## src/rtl/cursor_controller.sv

```systemverilog
// Button-driven cell cursor for the Game-of-Life overlay: debounce, optional auto-repeat,
// frame-synchronous wrapping moves, and a valid/ready cell-toggle request.
// Build option: define CURSOR_AUTOREPEAT_EN to include the per-direction hold/repeat logic.
module cursor_controller #(
  parameter int H_RES           = 640,
  parameter int V_RES           = 480,
  parameter int CELL_SIZE       = 8,
  parameter int DEBOUNCE_CYCLES = 250000,
  parameter int REPEAT_DELAY    = 12500000,
  parameter int REPEAT_RATE     = 2500000
) (
  input  logic                                clk,
  input  logic                                rst_n,
  input  logic                                btnUp,
  input  logic                                btnDown,
  input  logic                                btnLeft,
  input  logic                                btnRight,
  input  logic                                btnSel,
  input  logic                                frameStart,
  output logic [$clog2(H_RES)-1:0]            cursorX,
  output logic [$clog2(V_RES)-1:0]            cursorY,
  output logic [$clog2(H_RES/CELL_SIZE)-1:0]  cellX,
  output logic [$clog2(V_RES/CELL_SIZE)-1:0]  cellY,
  output logic                                toggleValid,
  output logic [$clog2(H_RES/CELL_SIZE)-1:0]  toggleX,
  output logic [$clog2(V_RES/CELL_SIZE)-1:0]  toggleY,
  input  logic                                toggleReady
);

  localparam int H_CELLS = H_RES / CELL_SIZE;
  localparam int V_CELLS = V_RES / CELL_SIZE;
  localparam int XW      = $clog2(H_RES);
  localparam int YW      = $clog2(V_RES);
  localparam int CXW     = $clog2(H_CELLS);
  localparam int CYW     = $clog2(V_CELLS);
  localparam int SH      = $clog2(CELL_SIZE);
  localparam int DBW     = $clog2(DEBOUNCE_CYCLES + 1);
  localparam int RST_CX  = H_CELLS / 2;
  localparam int RST_CY  = V_CELLS / 2;

  // Button order: 0 up, 1 down, 2 left, 3 right, 4 sel.
  logic [4:0]     raw;
  logic [4:0]     sync1_p0, sync2_p1;
  logic [4:0]     db_p2, db_d;
  logic [DBW-1:0] dcnt [5];
  logic [4:0]     press;
  logic [3:0]     step;
  logic [3:0]     pend;
  logic [3:0]     eff;

  assign raw = {btnSel, btnRight, btnLeft, btnDown, btnUp};

  function automatic logic [CXW-1:0] wrap_x(input logic [CXW-1:0] c,
                                            input logic inc, input logic dec);
    logic [CXW-1:0] r;
    r = c;
    if (inc && !dec)
      r = (c == CXW'(H_CELLS - 1)) ? '0 : c + 1'b1;
    else if (dec && !inc)
      r = (c == '0) ? CXW'(H_CELLS - 1) : c - 1'b1;
    return r;
  endfunction

  function automatic logic [CYW-1:0] wrap_y(input logic [CYW-1:0] c,
                                            input logic inc, input logic dec);
    logic [CYW-1:0] r;
    r = c;
    if (inc && !dec)
      r = (c == CYW'(V_CELLS - 1)) ? '0 : c + 1'b1;
    else if (dec && !inc)
      r = (c == '0) ? CYW'(V_CELLS - 1) : c - 1'b1;
    return r;
  endfunction

  // Stage p0/p1: two-flop synchronizer for the asynchronous buttons
  always_ff @(posedge clk or negedge rst_n) begin
    if (!rst_n) begin
      sync1_p0 <= '0;
      sync2_p1 <= '0;
    end else begin
      sync1_p0 <= raw;
      sync2_p1 <= sync1_p0;
    end
  end

  // Stage p2: debounce; the level flips only after an unbroken run at the new value
  always_ff @(posedge clk or negedge rst_n) begin
    if (!rst_n) begin
      for (int i = 0; i < 5; i++) dcnt[i] <= '0;
      db_p2 <= '0;
      db_d  <= '0;
    end else begin
      db_d <= db_p2;
      for (int i = 0; i < 5; i++) begin
        if (sync2_p1[i] == db_p2[i]) begin
          dcnt[i] <= '0;
        end else if (dcnt[i] == DBW'(DEBOUNCE_CYCLES - 1)) begin
          dcnt[i]  <= '0;
          db_p2[i] <= sync2_p1[i];
        end else begin
          dcnt[i] <= dcnt[i] + 1'b1;
        end
      end
    end
  end

  assign press = db_p2 & ~db_d;

`ifdef CURSOR_AUTOREPEAT_EN
  localparam int RMAX = (REPEAT_DELAY > REPEAT_RATE) ? REPEAT_DELAY : REPEAT_RATE;
  localparam int RCW  = $clog2(RMAX + 1);

  typedef enum logic [1:0] {HOLD_IDLE, HOLD_DELAY, HOLD_REPEAT} hold_t;

  hold_t          hold_q [4];
  hold_t          hold_d [4];
  logic [RCW-1:0] rcnt_q [4];
  logic [RCW-1:0] rcnt_d [4];
  logic [3:0]     hstep;

  always_ff @(posedge clk or negedge rst_n) begin
    if (!rst_n) begin
      for (int i = 0; i < 4; i++) begin
        hold_q[i] <= HOLD_IDLE;
        rcnt_q[i] <= '0;
      end
    end else begin
      for (int i = 0; i < 4; i++) begin
        hold_q[i] <= hold_d[i];
        rcnt_q[i] <= rcnt_d[i];
      end
    end
  end

  always_comb begin
    hstep = '0;
    for (int i = 0; i < 4; i++) begin
      hold_d[i] = hold_q[i];
      rcnt_d[i] = rcnt_q[i];
      case (hold_q[i])
        HOLD_IDLE: begin
          if (press[i]) begin
            hold_d[i] = HOLD_DELAY;
            rcnt_d[i] = '0;
          end
        end
        HOLD_DELAY: begin
          if (!db_p2[i]) begin
            hold_d[i] = HOLD_IDLE;
          end else if (rcnt_q[i] == RCW'(REPEAT_DELAY - 1)) begin
            hstep[i]  = 1'b1;
            hold_d[i] = HOLD_REPEAT;
            rcnt_d[i] = '0;
          end else begin
            rcnt_d[i] = rcnt_q[i] + 1'b1;
          end
        end
        HOLD_REPEAT: begin
          if (!db_p2[i]) begin
            hold_d[i] = HOLD_IDLE;
          end else if (rcnt_q[i] == RCW'(REPEAT_RATE - 1)) begin
            hstep[i]  = 1'b1;
            rcnt_d[i] = '0;
          end else begin
            rcnt_d[i] = rcnt_q[i] + 1'b1;
          end
        end
        default: hold_d[i] = HOLD_IDLE;
      endcase
    end
  end

  assign step = press[3:0] | hstep;
`else
  assign step = press[3:0];
`endif

  // A step arriving on the frameStart cycle is folded into that frame's move.
  assign eff = pend | step;

  always_ff @(posedge clk or negedge rst_n) begin
    if (!rst_n) begin
      pend  <= '0;
      cellX <= CXW'(RST_CX);
      cellY <= CYW'(RST_CY);
    end else if (frameStart) begin
      pend  <= '0;
      cellX <= wrap_x(cellX, eff[3], eff[2]);
      cellY <= wrap_y(cellY, eff[1], eff[0]);
    end else begin
      pend <= pend | step;
    end
  end

  // Cell-to-pixel mapping: one register stage after the cell position
  always_ff @(posedge clk or negedge rst_n) begin
    if (!rst_n) begin
      cursorX <= XW'(RST_CX * CELL_SIZE + CELL_SIZE / 2);
      cursorY <= YW'(RST_CY * CELL_SIZE + CELL_SIZE / 2);
    end else begin
      cursorX <= (XW'(cellX) << SH) | XW'(CELL_SIZE / 2);
      cursorY <= (YW'(cellY) << SH) | YW'(CELL_SIZE / 2);
    end
  end

  // Completion has priority, so a Sel press on the accept cycle is dropped.
  always_ff @(posedge clk or negedge rst_n) begin
    if (!rst_n) begin
      toggleValid <= 1'b0;
      toggleX     <= '0;
      toggleY     <= '0;
    end else if (toggleValid && toggleReady) begin
      toggleValid <= 1'b0;
    end else if (!toggleValid && press[4]) begin
      toggleValid <= 1'b1;
      toggleX     <= cellX;
      toggleY     <= cellY;
    end
  end

endmodule
```

## config.mk

```make
export PLATFORM = sky130hd
export DESIGN_NAME = cursor_controller
export DESIGN_NICKNAME = d
export VERILOG_FILES = /design/src/rtl/cursor_controller.sv
export SDC_FILE = /design/constraint.sdc
export NUM_CORES = 1
export LEC_CHECK = 0
export ABC_CLOCK_PERIOD_IN_PS = 2600
export CAP_MARGIN = 20
export CORE_MARGIN = 1
export CORE_UTILIZATION = 25
export CTS_CLUSTER_SIZE = 30
export DETAILED_ROUTE_END_ITERATION = 10
export GPL_TIMING_DRIVEN = 0
export PLACE_DENSITY = 0.38
export SYNTH_ARGS = -nofsm -noshare
export SYNTH_HDL_FRONTEND = slang
export SYNTH_SLANG_ARGS = --single-unit
```

## constraint.sdc

```tcl
create_clock -name clk -period 2.6 [get_ports clk]
set_input_delay 0.39 -clock clk [delete_from_list [all_inputs] [get_ports clk]]
set_output_delay 0.39 -clock clk [all_outputs]
set_load 0.02 [all_outputs]
```

# Yosys cells after proc, flatten, opt, wreduce, memory -nomap -nowiden
# Cells that the tools add are included.
# Widths: inputs -> output; s select.
[op_classes]
add_sub_neg = 9
n_eq_ne = 12
mux = 21
bitwise_logic = 9
reduce_logical = 24
[op_table]
columns = ["cell", "count"]
rows = [
  ["$mux 18", 10],
  ["$add 18x1->18 const B", 5],
  ["$eq 18x18->1 const B", 5],
  ["$mux 7", 4],
  ["$mux 6", 4],
  ["$reduce_and 2->1", 8],
  ["$add 7x1->7 const B", 1],
  ["$eq 7x7->1 const B", 1],
  ["$logic_not 7->1", 1],
  ["$sub 7x1->7 const B", 1],
  ["$add 6x1->6 const B", 1],
  ["$eq 6x6->1 const B", 1],
  ["$logic_and 1x1->1", 6],
  ["$logic_not 6->1", 1],
  ["$not 1->1", 6],
  ["$reduce_bool 2->1", 3],
  ["$sub 6x1->6 const B", 1],
  ["$and 5x5->5", 1],
  ["$eq 1x1->1", 5],
  ["$logic_not 1->1", 5],
  ["$not 5->5", 1],
  ["$mux 4", 1],
  ["$or 4x4->4", 1],
  ["$mux 1", 2],
]
[word_totals]
register_bits = 154
inputBits = 9

# Logic depth before layout (Yosys ltp)
# Gate-level depths: netlist of run 1.
[depth]
word_depth = 7
depth_mapped = 8
depth_no_buf = 7

# Worst setup path after synthesis of run 1
# No wires, ideal clock.
[synth_path]
kind = "reg2reg"
start = "register db_p2[3]"
end = "register cellX[6]"
t_arrival_ns = 1.736
t_required_ns = 2.469
path_slack_ns = 0.734
path_stages_with_launch = 8
path_buffers = 1
cell_sequence = "dfrtp_1 a21o_1 ha_1 nand2b_1 clkbuf_1 a211o_1 a221oi_1 a21oi_1"
[synth_between]
elab_chain_cells = 6
elab_cells_between_ends = 8
classes_between = "mux: 1; bitwise: 2; reduce/logical: 5"
[synth_lines]
columns = ["item", "line", "rtl"]
rows = [
  ["from (decl)", "44", "logic [4:0] db_p2, db_d;"],
  ["from (signal, indexed assignment)", "99", "db_p2[i] <= sync2_p1[i];"],
  ["$and 5x5->5 (*)", "107", "assign press = db_p2 & ~db_d;"],
  ["$or 4x4->4 (*)", "179", "assign eff = pend | step;"],
  ["$logic_not 1->1", "59", "else if (dec && !inc)"],
  ["$logic_and 1x1->1", "59", ""],
  ["$reduce_bool 2->1 (no line)", "n/a", ""],
  ["$reduce_and 2->1 (no line)", "n/a", ""],
  ["to (signal assigned)", "184", "cellX <= CXW'(RST_CX);"],
  ["to (signal assigned)", "188", "cellX <= wrap_x(cellX, eff[3], eff[2]);"],
  ["to (decl)", "22", "output logic [$clog2(H_RES/CELL_SIZE)-1:0] cellX,"],
]
# Mark *: on every way between the ends. The rest lies on a longest branch, timed or not.
# A chain may end at the register's enable or synchronous reset.

# Final worst setup path of run 1
[layout_path]
start = "register cellY[0]"
end = "output cellY[0]"
[layout_rtl]
columns = ["item", "line", "rtl"]
rows = [
  ["from (decl)", "23", "output logic [$clog2(V_RES/CELL_SIZE)-1:0] cellY,"],
  ["from (signal assigned)", "185", "cellY <= CYW'(RST_CY);"],
  ["from (signal assigned)", "189", "cellY <= wrap_y(cellY, eff[1], eff[0]);"],
]
# No word-level cell between the ends.

==> flow_results.xml, run 1 <==
<?xml version="1.0" encoding="UTF-8"?>
<metrics>
  <group name="timing">
    <metric name="achievable-frequency" unit="MHz">446</metric>
    <metric name="final_max_slew_viol_count" unit="">0</metric>
    <metric name="finalCritPeriodShare" unit="">0.863</metric>
    <metric name="setup_viol" unit="">0</metric>
    <metric name="timing.final.ws_setup" unit="ns">0.357</metric>
    <metric name="worst_pin_slew" unit="ns">0.860</metric>
    <metric name="worst_clock_skew" unit="ns">0.0108</metric>
    <metric name="setup_repair_after_global_routing_missed_its_margin" unit="">no</metric>
    <metric name="period_needed" unit="ns">2.24</metric>
    <metric name="slew_headroom" unit="">0.421</metric>
    <metric name="fin_hold_viols" unit="">0</metric>
  </group>
  <group name="synth">
    <metric name="yosys_warnings" unit="">0</metric>
    <metric name="yosys_most_used_dff" unit="">dfrtp_1</metric>
    <metric name="fraction_of_the_yosys_area_taken_by_sequential_cells" unit="">0.522</metric>
    <metric name="avg_synthesized_cell_area" unit="um2">10.4</metric>
    <metric name="most_used_standard_cells_in_the_synthesized_netlist" unit="">dfrtp_1, nor2_1, xnor2_1</metric>
    <metric name="synth_cell_types" unit="">55</metric>
    <metric name="synth.most_common_cell" unit="">dfrtp_1</metric>
    <metric name="mappedNetlistArea" unit="um2">7410</metric>
    <metric name="synth-edff-count" unit="">0</metric>
    <metric name="synthDominantCellAreaShare" unit="">0.479</metric>
    <metric name="netlist_instances" unit="">712</metric>
    <metric name="synth-seq-cells" unit="">154</metric>
    <metric name="synth_area_leaders" unit="">dfrtp_1, xnor2_1, nor2_1</metric>
    <metric name="synth.largest_area_cell" unit="">dfrtp_1</metric>
    <metric name="async_reset_ff_frac" unit="">1.00</metric>
  </group>
  <group name="run">
    <metric name="number_of_max_capacitance_violations_reported" unit="">0</metric>
  </group>
  <group name="worst_setup_path">
    <metric name="r2r-end" unit="">cellX[5]</metric>
    <metric name="regToRegStartpoint" unit="">cellX[3]</metric>
    <metric name="setup.worst_path.class" unit="">flop to output port</metric>
    <metric name="critical_path.n_buffers_inverters" unit="">1</metric>
    <metric name="r2r_cells" unit="">5</metric>
    <metric name="worst-endpoint-arrival" unit="ns">1.85</metric>
    <metric name="path_delay_family" unit="">flip-flops</metric>
    <metric name="cp_slowest_stage_delay" unit="ns">0.73</metric>
    <metric name="critical_path.endpoint_type" unit="">output port</metric>
    <metric name="worst_ep_required_time" unit="ns">2.21</metric>
    <metric name="critical_path_fanouts_max" unit="">10</metric>
    <metric name="chain_of_cells_forming_the_critical_path" unit="">clkdlybuf4s50_1</metric>
    <metric name="critical-path-slowest-cell" unit="">dfrtp_1</metric>
    <metric name="reg2reg_slack" unit="ns">0.45</metric>
    <metric name="start_kind" unit="">flop</metric>
  </group>
  <group name="outcome">
    <metric name="run_status" unit="">finished clean</metric>
  </group>
  <group name="detailed_routing">
    <metric name="detail_route.first_pass.iterations" unit="">4</metric>
    <metric name="detailroute.wirelength.met2" unit="um">8040</metric>
    <metric name="dr.first_iter.drc_count" unit="">284</metric>
    <metric name="route.final.wire_length" unit="um">16600</metric>
    <metric name="avg_vias_per_cell" unit="">4.62</metric>
    <metric name="detail-route-antenna-nets" unit="">0</metric>
    <metric name="highest-signal-layer" unit="">met4</metric>
    <metric name="routed-wl-met3" unit="um">450</metric>
    <metric name="routed_wire_length_per_instance" unit="um">14.0</metric>
    <metric name="drc" unit="">0</metric>
    <metric name="wirelength_met1" unit="um">7930</metric>
    <metric name="num_vias" unit="">5455</metric>
  </group>
  <group name="min_path">
    <metric name="worst_hold_path.endpoint" unit="">sync2_p1[3]</metric>
    <metric name="holdCritStartpoint" unit="">sync1_p0[3]</metric>
    <metric name="hold_depth" unit="">0</metric>
    <metric name="min_path_type" unit="">flop to flop</metric>
  </group>
  <group name="power_and_ir_drop">
    <metric name="power_switching" unit="mW">1.33</metric>
    <metric name="vdd_drop_max" unit="mV">0.262</metric>
    <metric name="seqPwrFrac" unit="">0.473</metric>
    <metric name="power_frac_clock" unit="">0.444</metric>
    <metric name="internal_power" unit="mW">4.07</metric>
    <metric name="total_power" unit="mW">5.40</metric>
    <metric name="power.static_leakage" unit="nW">3.60</metric>
    <metric name="combinationalPowerShare" unit="">0.083</metric>
    <metric name="power.switching_fraction" unit="">0.246</metric>
    <metric name="power_density" unit="nW/um2">600</metric>
  </group>
  <group name="global_route">
    <metric name="grtUsageTotal" unit="">0.115</metric>
    <metric name="grt_pass1_wl" unit="um">28300</metric>
    <metric name="grt.overflow.total" unit="">0</metric>
    <metric name="first_global_vias" unit="">5587</metric>
    <metric name="pin_count_of_the_biggest_net_entering_global_routing" unit="">81</metric>
    <metric name="antenna_found_initial" unit="">0</metric>
  </group>
  <group name="layout">
    <metric name="drive_gt1_frac" unit="">0.115</metric>
    <metric name="design_area" unit="um2">8990</metric>
    <metric name="area_delta_synth_final" unit="%">21.3</metric>
    <metric name="final_nets" unit="">807</metric>
    <metric name="filler_cell_count" unit="">2987</metric>
    <metric name="final_core_utilization" unit="">0.311</metric>
    <metric name="antenna_cells" unit="">0</metric>
  </group>
  <group name="clocking">
    <metric name="clock_path_buffers" unit="">2</metric>
    <metric name="clock_tree_from_tritoncts" unit="">done</metric>
    <metric name="tritoncts.num_buffers" unit="">17</metric>
    <metric name="worstSkewPairLatency" unit="ns">0.41</metric>
    <metric name="cts_root_buffer" unit="">clkbuf_16</metric>
    <metric name="cts_clock_pin_slew_for_the_worst_setup_and_hold_paths" unit="ns">0.06</metric>
    <metric name="h-tree-depth" unit="">4</metric>
    <metric name="cts.sink_count" unit="">154</metric>
    <metric name="cts_setup_buffers" unit="">0</metric>
  </group>
  <group name="placed_design">
    <metric name="place_worst_setup_slack" unit="ns">0.309</metric>
    <metric name="place.port_buffers" unit="">48</metric>
    <metric name="dp_hpwl" unit="um">11500</metric>
    <metric name="place_area" unit="um2">8420</metric>
    <metric name="gp_routability_congestion" unit="">0.773</metric>
  </group>
  <group name="die">
    <metric name="die-height" unit="um">174</metric>
    <metric name="die_area" unit="um2">30300</metric>
    <metric name="rows" unit="">62</metric>
    <metric name="floorplan.core_area" unit="um2">28900</metric>
    <metric name="io-pin-count" unit="">55</metric>
    <metric name="initial_utilization" unit="">0.256</metric>
    <metric name="die_w" unit="um">174</metric>
  </group>
</metrics>
==> metal layers <==
layer,track usage,vias to the layer above
li1,-,2656
met1,0.148,2718
met2,0.190,71
met3,0.0256,10
met4,0.0373,0
met5,0,-
==> metrics by stage <==
stage	instances	hold slack, ns	setup TNS (ns)
final	1182	0.353	0
after global routing	1182	0.359	0
after CTS	1182	0.356	0
after detailed placement	1149	0.340	0
after global placement	1148	0.337	-808.90
after floorplan	716	0.0944	0
==> worst max-delay path by stage <==
stage                     startpoint  endpoint  slack [ns]  cells after the start
after floorplan             db_p2[3]  cellX[6]        0.73                      7
after global placement         rst_n  dcnt[86]       -5.43                      1
after detailed placement  frameStart  cellX[6]        0.31                      6
after CTS                   cellY[0]  cellY[0]        0.31                      1
after global routing        db_p2[0]  cellY[4]        0.23                      7
final                       cellY[0]  cellY[0]        0.36                      1
==> final cells by class <==
class	instances	area [um2]	share of cell area
Multi-Input combinational cell	502	3290	0.365
Clock inverter	11	123	0.0136
Sequential cell	154	3870	0.430
Tap cell	384	480	0.0534
Inverter	31	116	0.0129
Buffer	29	156	0.0174
Clock buffer	21	440	0.0490
Timing Repair Buffer	50	523	0.0581
==> cell families (layout without fill, tap and decap cells) <==
group,after synthesis,after routing,synth area share
buffers and inverters,60,142,0.0368
flip-flops,154,154,0.522
multiplexers,18,18,0.0273
AND/OR/NAND/NOR,295,295,0.210
adder cells (fa/ha/maj),13,13,0.0219
XOR/XNOR,67,67,0.0792
AO/OA/AOI/OAI,103,103,0.102
other,2,6,0.00101
==> repair_timing <==
action | CTS | global route
resized for setup | 0 | 0
endpoints found under the hold margin | 70 | 0
setup endpoints to repair | 0 | 0
hold buffers | 1 | 0
==> power by group through the flow <==
stage	Clock [mW]	Combinational, mW	Sequential [mW]
after global placement	0	0.447	2.60
after global routing	2.60	0.501	2.57
after CTS	2.51	0.458	2.56
after detailed placement	0	0.455	2.60
after floorplan	0	0.203	2.62
final	2.40	0.449	2.56
==> placed cells by master, fill, tap and decap left out, types with 5 or more instances in the layout <==
master,Yosys,routed
dfrtp_1,142,142
nor2_1,89,89
clkdlybuf4s50_1,0,47
xnor2_1,46,46
nand3_1,40,40
nand2_1,35,35
a21oi_1,33,33
inv_1,31,31
nor4_1,22,22
nand4_1,22,22
xor2_1,21,21
clkbuf_1,15,19
mux2_2,18,18
o31ai_1,17,17
clkbuf_16,0,17
o21ai_0,16,16
or4_1,14,14
nor3_1,14,14
ha_1,13,13
dfstp_2,12,12
nor2b_1,10,10
or3_1,8,8
buf_4,7,7
o21a_1,6,6
conb_1,2,6
or2_2,5,5
buf_2,5,5
and3_1,5,5
==> registers in the layout (all words and copies together), names as in the netlist, 5 cells and up <==
| name | count |
|---|---|
| cellX | 7 |
| db_p2 | 5 |
| toggleX | 7 |
| dcnt | 90 |
| cursorY | 6 |
| sync1_p0 | 5 |
| cellY | 6 |
| db_d | 5 |
| cursorX | 7 |
| toggleY | 6 |
| sync2_p1 | 5 |
No activity file was read; power rests on OpenSTA's default activity.
==> run 2, diff against run 1 <==
RECOVER_POWER = 25   (was not set)
==> run 2 against run 1 <==
  * Clock power hardly changed
  * Hold slack stayed put
  * Flip-flop and latch count stayed put
  * Cell count stayed put
  * Clock-buffer cell count stayed put
  * Routed wire length hardly changed
  * Critical path type unchanged
  * Highest routed layer unchanged
==> flow_results.xml, run 2 (synthesized netlist as in run 1, its figures left out) <==
<?xml version="1.0" encoding="UTF-8"?>
<metrics>
  <group name="clocking">
    <metric name="cts_setup_buffers" unit="">0</metric>
    <metric name="clock_tree_from_tritoncts" unit="">done</metric>
    <metric name="holdBufCountCts" unit="">1</metric>
    <metric name="clock_path_buffers" unit="">2</metric>
    <metric name="cts_root_buffer" unit="">clkbuf_16</metric>
    <metric name="cts.sink_count" unit="">154</metric>
    <metric name="tritoncts.num_buffers" unit="">17</metric>
    <metric name="number_of_gates_given_a_new_drive_strength_after_cts" unit="">0</metric>
    <metric name="h-tree-depth" unit="">4</metric>
    <metric name="worstSkewPairLatency" unit="ns">0.42</metric>
    <metric name="cts_clock_pin_slew_for_the_worst_setup_and_hold_paths" unit="ns">0.06</metric>
  </group>
  <group name="worst_setup_path">
    <metric name="critical-path-slowest-cell" unit="">dfstp_1</metric>
    <metric name="cp.depth" unit="">1</metric>
    <metric name="critical_path.endpoint_type" unit="">output port</metric>
    <metric name="critical_path.n_buffers_inverters" unit="">1</metric>
    <metric name="cp_slowest_stage_delay" unit="ns">0.79</metric>
    <metric name="worst_ep_required_time" unit="ns">2.21</metric>
    <metric name="start_kind" unit="">flop</metric>
    <metric name="r2r_cells" unit="">5</metric>
    <metric name="reg2reg_slack" unit="ns">0.43</metric>
    <metric name="chain_of_cells_forming_the_critical_path" unit="">clkdlybuf4s50_1</metric>
    <metric name="critical_path_fanouts_max" unit="">7</metric>
    <metric name="crit_path_launch" unit="">cellY[1]</metric>
    <metric name="path_delay_family" unit="">flip-flops</metric>
    <metric name="worst-endpoint-arrival" unit="ns">1.89</metric>
    <metric name="r2r-end" unit="">cellX[5]</metric>
    <metric name="setup.worst_path.class" unit="">flop to output port</metric>
    <metric name="regToRegStartpoint" unit="">cellX[3]</metric>
    <metric name="timing.critical_path.to" unit="">cellY[1]</metric>
  </group>
  <group name="global_route">
    <metric name="antenna_found_initial" unit="">0</metric>
    <metric name="grt.overflow.total" unit="">0</metric>
    <metric name="first_global_vias" unit="">5587</metric>
    <metric name="grtUsageTotal" unit="">0.115</metric>
    <metric name="pin_count_of_the_biggest_net_entering_global_routing" unit="">81</metric>
    <metric name="grt_pass1_wl" unit="um">28300</metric>
  </group>
  <group name="timing">
    <metric name="worst_clock_skew" unit="ns">0.0108</metric>
    <metric name="worst_pin_slew" unit="ns">0.860</metric>
    <metric name="period_needed" unit="ns">2.28</metric>
    <metric name="fin_hold_viols" unit="">0</metric>
    <metric name="final_max_slew_viol_count" unit="">0</metric>
    <metric name="timing.final.ws_setup" unit="ns">0.317</metric>
    <metric name="finalCritPeriodShare" unit="">0.878</metric>
    <metric name="achievable-frequency" unit="MHz">438</metric>
    <metric name="slew_headroom" unit="">0.421</metric>
    <metric name="finalHoldWorstSlack" unit="ns">0.353</metric>
    <metric name="setup_repair_after_global_routing_missed_its_margin" unit="">no</metric>
    <metric name="totalNegativeSetupSlack" unit="ns">0</metric>
    <metric name="setup_viol" unit="">0</metric>
  </group>
  <group name="detailed_routing">
    <metric name="detail_route.first_pass.iterations" unit="">4</metric>
    <metric name="avg_vias_per_cell" unit="">4.61</metric>
    <metric name="drc" unit="">0</metric>
    <metric name="routed_wire_length_per_instance" unit="um">14.0</metric>
    <metric name="wirelength_met1" unit="um">7940</metric>
    <metric name="route.final.wire_length" unit="um">16600</metric>
    <metric name="highest-signal-layer" unit="">met4</metric>
    <metric name="num_vias" unit="">5454</metric>
    <metric name="routed-wl-met3" unit="um">454</metric>
    <metric name="detail-route-antenna-nets" unit="">0</metric>
    <metric name="dr.first_iter.drc_count" unit="">283</metric>
    <metric name="detailroute.wirelength.met2" unit="um">8040</metric>
  </group>
  <group name="power_and_ir_drop">
    <metric name="vdd_drop_max" unit="mV">0.262</metric>
    <metric name="power.switching_fraction" unit="">0.246</metric>
    <metric name="power_frac_clock" unit="">0.444</metric>
    <metric name="power_density" unit="nW/um2">600</metric>
    <metric name="internal_power" unit="mW">4.07</metric>
    <metric name="power.static_leakage" unit="nW">3.60</metric>
    <metric name="power_switching" unit="mW">1.33</metric>
    <metric name="seqPwrFrac" unit="">0.473</metric>
    <metric name="combinationalPowerShare" unit="">0.083</metric>
  </group>
  <group name="run">
    <metric name="number_of_max_capacitance_violations_reported" unit="">0</metric>
  </group>
  <group name="layout">
    <metric name="antenna_cells" unit="">0</metric>
    <metric name="mostFrequentLayoutCell" unit="">dfrtp_1</metric>
    <metric name="drive_gt1_frac" unit="">0.108</metric>
    <metric name="final_core_utilization" unit="">0.311</metric>
    <metric name="area_delta_synth_final" unit="%">21.3</metric>
    <metric name="final_nets" unit="">807</metric>
    <metric name="largest_register" unit="">dcnt</metric>
    <metric name="largest_register_ff_count" unit="">90</metric>
    <metric name="final_cell_mix" unit="">dfrtp_1, nor2_1, xnor2_1, clkdlybuf4s50_1, nand3_1</metric>
  </group>
  <group name="outcome">
    <metric name="run_status" unit="">finished clean</metric>
  </group>
  <group name="die">
    <metric name="rows" unit="">62</metric>
    <metric name="initial_utilization" unit="">0.256</metric>
    <metric name="die_area" unit="um2">30300</metric>
    <metric name="die_w" unit="um">174</metric>
    <metric name="floorplan.core_area" unit="um2">28900</metric>
    <metric name="die-height" unit="um">174</metric>
    <metric name="io-pin-count" unit="">55</metric>
  </group>
  <group name="placed_design">
    <metric name="dp_hpwl" unit="um">11500</metric>
    <metric name="place.port_buffers" unit="">48</metric>
    <metric name="gp_routability_congestion" unit="">0.773</metric>
    <metric name="place_worst_setup_slack" unit="ns">0.309</metric>
  </group>
  <group name="min_path">
    <metric name="min_path_type" unit="">flop to flop</metric>
  </group>
</metrics>
run 2: cell count changes in the layout (fill, tap and decap cells not counted), sizes merged:
| cell | before | now |
|---|---|---|
| clkdlybuf4s50 | 47 | 41 |
| dlygate4sd3 | 1 | 7 |
run 2: final cells by class:
cell class	instances	area [um2]
Sequential cell	154	3870
Clock inverter	11	123
Timing Repair Buffer	50	523
Buffer	29	156
Fill cell	2987	19900
Multi-Input combinational cell	502	3290
Clock buffer	21	440
Tap cell	384	480
Inverter	31	116
run 2: metrics by stage:
stage | instance area (um2) | std cells | power [mW]
after CTS | 8990 | 1182 | 5.53
after detailed placement | 8420 | 1149 | 3.06
final | 8990 | 1182 | 5.40
after floorplan | 7430 | 716 | 2.82
after global routing | 8990 | 1182 | 5.67
after global placement | 8390 | 1148 | 3.05
run 2: worst min path at each step:
stage                start           to  depth (start not counted)
2_1_floorplan        rst_n     cellX[0]                          0
3_3_place_gp   sync1_p0[2]  sync2_p1[2]                          0
3_5_place_dp   sync1_p0[3]  sync2_p1[3]                          0
4_1_cts        sync1_p0[3]  sync2_p1[3]                          0
5_1_grt        sync1_p0[3]  sync2_p1[3]                          0
6_report       sync1_p0[3]  sync2_p1[3]                          0
run 2: layer usage:
metal / up-vias / track usage
li1: 2656 / -
met1: 2717 / 0.148
met2: 71 / 0.190
met3: 10 / 0.0256
met4: 0 / 0.0373
met5: - / 0
run 2: power by group through the flow:
stage	Combinational, mW	Clock [mW]	Sequential (mW)
6_report	0.447	2.40	2.55
5_1_grt	0.500	2.60	2.56
4_1_cts	0.458	2.51	2.56
3_5_place_dp	0.455	0	2.60
3_3_place_gp	0.447	0	2.60
2_1_floorplan	0.203	0	2.62
